## src/rtl/uart_rx_param_if.sv

```systemverilog
// Frame delivery handshake between the UART receiver and its consumer.
// Master side produces frames, slave side accepts them with rx_ready.
interface uart_rx_param_if #(
    parameter int DATA_BITS = 8
);
    logic [DATA_BITS-1:0] rx_data;
    logic                 rx_valid;
    logic                 rx_ready;
    logic                 parity_err;
    logic                 frame_err;
    logic                 overrun_err;

    modport master (
        output rx_data,
        output rx_valid,
        output parity_err,
        output frame_err,
        output overrun_err,
        input  rx_ready
    );

    modport slave (
        input  rx_data,
        input  rx_valid,
        input  parity_err,
        input  frame_err,
        input  overrun_err,
        output rx_ready
    );
endinterface

```

## src/rtl/uart_rx_param.sv

```systemverilog
// Parametrised oversampling UART receiver with valid/ready delivery.
// Define UART_RX_PARAM_MAJORITY_EN for 2-of-3 majority sampling.
module uart_rx_param #(
    parameter int DATA_BITS   = 8,
    parameter int OVS_FACTOR  = 16,
    parameter int SYNC_STAGES = 2
) (
    input  logic       clk,
    input  logic       reset_n,
    input  logic       tick_ovs,
    input  logic       rx_pin,
    input  logic [1:0] parity_mode,
    input  logic       stop_bits2,
    output logic       busy,
    uart_rx_param_if.master rx_if
);
    localparam int OW = $clog2(OVS_FACTOR);
    localparam int BW = $clog2(DATA_BITS + 1);
    localparam logic [OW-1:0] OS_MID = OW'(OVS_FACTOR / 2);
    localparam logic [OW-1:0] OS_END = OW'(OVS_FACTOR - 1);
    localparam logic [BW-1:0] BIT_LAST = BW'(DATA_BITS - 1);

    typedef enum logic [2:0] {
        IDLE,
        START,
        DATA,
        PARITY,
        STOP,
        BRK_WAIT
    } state_t;

    state_t               state;
    logic [OW-1:0]        os_count;
    logic [BW-1:0]        bit_index;
    logic [DATA_BITS-1:0] shift;
    logic [SYNC_STAGES-1:0] sync_q;
    logic                 rxs;
    logic                 sample;
    logic                 par_en;
    logic                 par_odd;
    logic                 stop2;
    logic                 stop_second;
    logic                 perr_q;
    logic                 ferr_q;
    logic                 frame_done;

    // Bring the asynchronous pin into the clk domain.
    always_ff @(posedge clk) begin
        if (!reset_n) begin
            sync_q <= '1;
        end else begin
            sync_q <= {sync_q[SYNC_STAGES-2:0], rx_pin};
        end
    end

    assign rxs = sync_q[SYNC_STAGES-1];

`ifdef UART_RX_PARAM_MAJORITY_EN
    logic [1:0] hist;

    // Keep the two previous tick samples for the majority vote.
    always_ff @(posedge clk) begin
        if (!reset_n) begin
            hist <= 2'b11;
        end else if (tick_ovs) begin
            hist <= {hist[0], rxs};
        end
    end

    assign sample = (hist[1] & hist[0]) |
                    (hist[1] & rxs) |
                    (hist[0] & rxs);
`else
    assign sample = rxs;
`endif

    // Frame FSM: advances on oversampling ticks, pulses frame_done.
    always_ff @(posedge clk) begin
        if (!reset_n) begin
            state       <= IDLE;
            os_count    <= '0;
            bit_index   <= '0;
            shift       <= '0;
            par_en      <= 1'b0;
            par_odd     <= 1'b0;
            stop2       <= 1'b0;
            stop_second <= 1'b0;
            perr_q      <= 1'b0;
            ferr_q      <= 1'b0;
            frame_done  <= 1'b0;
        end else begin
            frame_done <= 1'b0;
            if (tick_ovs) begin
                unique case (state)
                    IDLE: begin
                        os_count <= '0;
                        if (!rxs) begin
                            state       <= START;
                            par_en      <= (parity_mode == 2'b01) ||
                                           (parity_mode == 2'b10);
                            par_odd     <= (parity_mode == 2'b01);
                            stop2       <= stop_bits2;
                            stop_second <= 1'b0;
                            perr_q      <= 1'b0;
                            ferr_q      <= 1'b0;
                        end
                    end
                    START: begin
                        if (os_count == OS_MID) begin
                            os_count  <= '0;
                            bit_index <= '0;
                            state     <= sample ? IDLE : DATA;
                        end else begin
                            os_count <= os_count + 1'b1;
                        end
                    end
                    DATA: begin
                        if (os_count == OS_END) begin
                            os_count  <= '0;
                            shift     <= {sample, shift[DATA_BITS-1:1]};
                            bit_index <= bit_index + 1'b1;
                            if (bit_index == BIT_LAST) begin
                                state <= par_en ? PARITY : STOP;
                            end
                        end else begin
                            os_count <= os_count + 1'b1;
                        end
                    end
                    PARITY: begin
                        if (os_count == OS_END) begin
                            os_count <= '0;
                            perr_q   <= (^{shift, sample}) != par_odd;
                            state    <= STOP;
                        end else begin
                            os_count <= os_count + 1'b1;
                        end
                    end
                    STOP: begin
                        if (os_count == OS_END) begin
                            os_count <= '0;
                            if (!sample) begin
                                ferr_q <= 1'b1;
                            end
                            if (stop2 && !stop_second) begin
                                stop_second <= 1'b1;
                            end else begin
                                frame_done <= 1'b1;
                                state      <= sample ? IDLE : BRK_WAIT;
                            end
                        end else begin
                            os_count <= os_count + 1'b1;
                        end
                    end
                    BRK_WAIT: begin
                        os_count <= '0;
                        if (rxs) begin
                            state <= IDLE;
                        end
                    end
                    default: begin
                        state    <= IDLE;
                        os_count <= '0;
                    end
                endcase
            end
        end
    end

    // Deliver completed frames, handle consumer handshake and overrun.
    always_ff @(posedge clk) begin
        if (!reset_n) begin
            rx_if.rx_data     <= '0;
            rx_if.rx_valid    <= 1'b0;
            rx_if.parity_err  <= 1'b0;
            rx_if.frame_err   <= 1'b0;
            rx_if.overrun_err <= 1'b0;
            busy              <= 1'b0;
        end else begin
            busy <= (state != IDLE);
            if (rx_if.rx_valid && rx_if.rx_ready) begin
                rx_if.rx_valid    <= 1'b0;
                rx_if.overrun_err <= 1'b0;
            end
            if (frame_done) begin
                if (!rx_if.rx_valid || rx_if.rx_ready) begin
                    rx_if.rx_data    <= shift;
                    rx_if.parity_err <= perr_q;
                    rx_if.frame_err  <= ferr_q;
                    rx_if.rx_valid   <= 1'b1;
                end else begin
                    rx_if.overrun_err <= 1'b1;
                end
            end
        end
    end
endmodule

```

## src/flat_wrapper.sv

```systemverilog
// flat-port wrapper written by rule: the top's interface ports become plain ports
module uart_rx_param_flat 
#(
    parameter int DATA_BITS   = 8,
    parameter int OVS_FACTOR  = 16,
    parameter int SYNC_STAGES = 2
)
  (clk, reset_n, tick_ovs, rx_pin, parity_mode, stop_bits2, busy, rx_if_rx_data, rx_if_rx_valid, rx_if_parity_err, rx_if_frame_err, rx_if_overrun_err, rx_if_rx_ready);
  uart_rx_param_if #(.DATA_BITS(DATA_BITS)) rx_if_i ();
  input  logic clk;
  input  logic reset_n;
  input  logic tick_ovs;
  input  logic rx_pin;
  input  logic [1:0] parity_mode;
  input  logic stop_bits2;
  output logic busy;
  output wire logic [$bits(rx_if_i.rx_data)-1:0] rx_if_rx_data;
  output wire logic [$bits(rx_if_i.rx_valid)-1:0] rx_if_rx_valid;
  output wire logic [$bits(rx_if_i.parity_err)-1:0] rx_if_parity_err;
  output wire logic [$bits(rx_if_i.frame_err)-1:0] rx_if_frame_err;
  output wire logic [$bits(rx_if_i.overrun_err)-1:0] rx_if_overrun_err;
  input wire logic [$bits(rx_if_i.rx_ready)-1:0] rx_if_rx_ready;
  assign rx_if_rx_data = rx_if_i.rx_data;
  assign rx_if_rx_valid = rx_if_i.rx_valid;
  assign rx_if_parity_err = rx_if_i.parity_err;
  assign rx_if_frame_err = rx_if_i.frame_err;
  assign rx_if_overrun_err = rx_if_i.overrun_err;
  assign rx_if_i.rx_ready = rx_if_rx_ready;
  uart_rx_param #(.DATA_BITS(DATA_BITS), .OVS_FACTOR(OVS_FACTOR), .SYNC_STAGES(SYNC_STAGES)) u_core (.clk(clk), .reset_n(reset_n), .tick_ovs(tick_ovs), .rx_pin(rx_pin), .parity_mode(parity_mode), .stop_bits2(stop_bits2), .busy(busy), .rx_if(rx_if_i));
endmodule
```

## config.mk

```make
export PLATFORM = sky130hd
export DESIGN_NAME = uart_rx_param_flat
export DESIGN_NICKNAME = d
export VERILOG_FILES = /design/src/rtl/uart_rx_param_if.sv /design/src/rtl/uart_rx_param.sv /design/src/flat_wrapper.sv
export SDC_FILE = /design/constraint.sdc
export NUM_CORES = 1
export LEC_CHECK = 0
export ABC_CLOCK_PERIOD_IN_PS = 2650
export BUFFER_PORTS_ARGS = -buffer_cell sky130_fd_sc_hd__buf_2
export CORE_ASPECT_RATIO = 1.2
export CORE_MARGIN = 2
export CORE_UTILIZATION = 57
export CTS_CLUSTER_DIAMETER = 40
export DETAILED_ROUTE_END_ITERATION = 8
export PLACE_DENSITY = 0.78
export SKIP_LAST_GASP = 1
export SYNTH_ARGS = -nofsm -noshare
export SYNTH_HDL_FRONTEND = slang
export SYNTH_SLANG_ARGS = --single-unit
export TNS_END_PERCENT = 20
```

## constraint.sdc

```tcl
create_clock -name clk -period 2.65 [get_ports clk]
set_input_delay 0.3975 -clock clk [delete_from_list [all_inputs] [get_ports clk]]
set_output_delay 0.3975 -clock clk [all_outputs]
set_load 0.005 [all_outputs]
```

==> summary.txt <==
Final layout
  – Area Growth Syn to Fin: 9.39%
  – Final core occ: 0.658
  – Final nets: 239
  – Share of layout cells above drive strength 1: 0.175
  – Commonest non-fill, non-tap cell in the layout: dfxtp_1
  – ANT cells: 0
  – Commonest non-fill, non-tap cells in the layout: 41 x dfxtp_1, 29 x nor2b_1, 23 x mux2i_1
  – Fill cells: 296

Placed design
  – Gpl congestion: 0.778
  – Dpl ws: 0.949 ns
  – I/O Buffers: 20
  – DPL Wire Length: 2450 um

Route
  – Wire per inst: 13.4 um
  – Starting DRT DRC Count: 53
  – Residual DRC count: 0
  – Post-route ant nets: 0
  – Total number of vias: 1,485
  – Detailed-route vias per instance: 5.60
  – First-pass iteration count of the detailed router: 4
  – Post-Route WL: 3540 um

STA
  – Slew headroom: 0.549
  – Measured slew at the worst slew-check pin: 0.677 ns
  – Total negative slack: 0 ns
  – Hold Fails Final Rpt: 0
  – Setup ws final: 0.951 ns
  – Max Clock Skew: 0.00417 ns
  – # setup viols final: 0
  – Final period util: 0.641
  – Final slew viol count: 0
  – Max Clk Rate: 589 MHz
  – Fin crit period: 1.70 ns
  – RSZ-0062 raised after global routing: no

Synth
  – Synth Instances: 212
  – Sequential area share after synthesis: 0.405
  – Synth async-reset ratio: 0
  – Syn avg cell area: 9.56 um^2
  – Net count after synthesis: 224
  – Unique masters post-synth: 49
  – Post-synth EDFFs: 0
  – Cell Area, Synth: 2030 um^2
  – Synth Warn #: 0
  – Post-synthesis register bit count: 41
  – Main synth FF type: dfxtp_1

CTS
  – Worst-case clock buffer depth: 2
  – Clock sinks: 41
  – Total CTS buffers: 5
  – Clk pin slew, worst setup/hold paths: 0.08 ns
  – Clock root buffer: clkbuf_8
  – Post-CTS setup buffers: 0
  – CTS tree: yes
  – Hold Buf Count CTS: 0
  – PostCTS Resize Cnt: 0
  – H-tree levels: 2
  – Worst-Skew Late Latency: 0.29 ns

Die
  – Die Wd: 58.4 um
  – Initial Util: 0.602
  – Die ar.: 4050 um^2
  – FP Rows: 23
  – Num ports: 21
  – Placeable Area: 3370 um^2
  – Die Y: 69.3 um

Global route
  – Vias in the first global route: 1,443
  – Overflow after GRT: 0
  – First-pass GRT wire length: 6320 um
  – Largest net degree at the start of global routing: 42
  – Global-route usage over all layers: 0.197
  – Antenna violations before repair: 0

Power
  – VDD IR max: 0.397 mV
  – P_leak: 0.904 nW
  – Pwr per Cell Area: 544 nW/um^2

Flow run
  – MaxCap Viol Count: 0

Hold path
  – Tightest Hold Check Type: in -> reg

Setup path
  – Crit path max-delay family: flip-flops
  – Data arrival time of the worst path: 1.89 ns
  – Crit. End Element: flip-flop
  – Req. time, crit path: 2.84 ns
  – Critical path buffer and inverter count: 0
  – CP Max Fanout: 17
  – CP max-delay cell: dfxtp_1
  – CP startpoint kind: flip-flop
  – Critical-path cell list: nor2_1 -> a211oi_2 -> o21ai_0 -> a22oi_1 -> nor2b_1
  – Crit Path Category: reg -> reg
  – Max incr delay on CP: 0.70 ns

Status
  – Status: complete, no violations
==> power breakdown <==
part	internal [mW]	switching [mW]	total (mW)	leakage [nW]
registers	0.620	0.00779	0.628	0.331
logic	0.0264	0.0321	0.0585	0.515
clock network	0.307	0.213	0.520	0.0585
==> registers in the layout, indices dropped and copies added, names as in the netlist <==
register                  flops
u_core.bit_index              4
u_core.busy                   1
u_core.ferr_q                 1
u_core.frame_done             1
u_core.os_count               4
u_core.par_en                 1
u_core.par_odd                1
u_core.perr_q                 1
u_core.rx_if.frame_err        1
u_core.rx_if.overrun_err      1
u_core.rx_if.parity_err       1
u_core.rx_if.rx_data          8
u_core.rx_if.rx_valid         1
u_core.shift                  8
u_core.state                  3
u_core.stop2                  1
u_core.stop_second            1
u_core.sync_q                 2
==> metal layers <==
metal	global-route usage	part of all wire	vias up
met5	0	0	-
met4	0.0698	0.015	0
met3	0.0541	0.041	7
met2	0.308	0.47	28
met1	0.258	0.47	691
li1	-	-	759
==> synthesized netlist by cell type (all sizes together) (2+ instances only) <==
cell type / count / area (um^2)
xnor2: 9 / 78.8
buf: 9 / 65.1
ha: 4 / 50.1
and3: 2 / 12.5
a31oi: 3 / 18.8
a211oi: 2 / 25.0
nand4: 3 / 25.0
nor2: 12 / 47.6
o211ai: 3 / 22.5
nand2: 14 / 55.1
a21oi: 4 / 20.0
clkbuf: 4 / 15.0
nand3: 4 / 20.0
inv: 6 / 22.5
nor2b: 29 / 181
and2: 2 / 12.5
xor2: 2 / 17.5
o21ai: 8 / 43.8
nand2b: 6 / 45.0
nor3b: 2 / 20.0
dfxtp: 41 / 821
nor3: 4 / 36.3
nand3b: 2 / 15.0
mux2i: 23 / 230
==> stage by stage <==
step                      cell area (um^2)  total power [mW]  hold slack, ns  instances
after detailed placement              2100             0.702           0.398        257
after global placement                2100             0.701           0.393        257
after CTS                             2220              1.22           0.278        265
final                                 2220              1.21           0.290        265
after floorplan                       2030             0.687           0.386        212
after global routing                  2220              1.25           0.279        265
==> cell type report <==
cell class | count | area, um^2 | share of cell area
well taps | 37 | 46.3 | 0.0209
multi-input cells | 152 | 1100 | 0.497
repair buffers | 21 | 108 | 0.0486
clock buffers | 7 | 86.3 | 0.0390
inverters | 6 | 22.5 | 0.0102
flip-flops and latches | 41 | 821 | 0.370
clock inverters | 1 | 30.0 | 0.0136
==> worst paths after layout <==
kind / start / to / depth (start not counted) / slack, ns
max: u_core.state[2] / u_core.bit_index[1] / 5 / 0.95
min: rx_pin / u_core.sync_q[0] / 2 / 0.29
max reg2reg: u_core.state[2] / u_core.bit_index[1] / 5 / 0.95
min reg2reg: u_core.sync_q[0] / u_core.sync_q[1] / 1 / 0.42
==> logic make-up after synthesis <==
kind of cell,after synthesis,synth area share
compound gates,31,0.116
xor+xnor,11,0.0476
fa+ha+maj,4,0.0247
buf+inv,19,0.0506
flops,41,0.405
mux,23,0.114
simple gates,83,0.243
(Power assumes the default switching activity.)
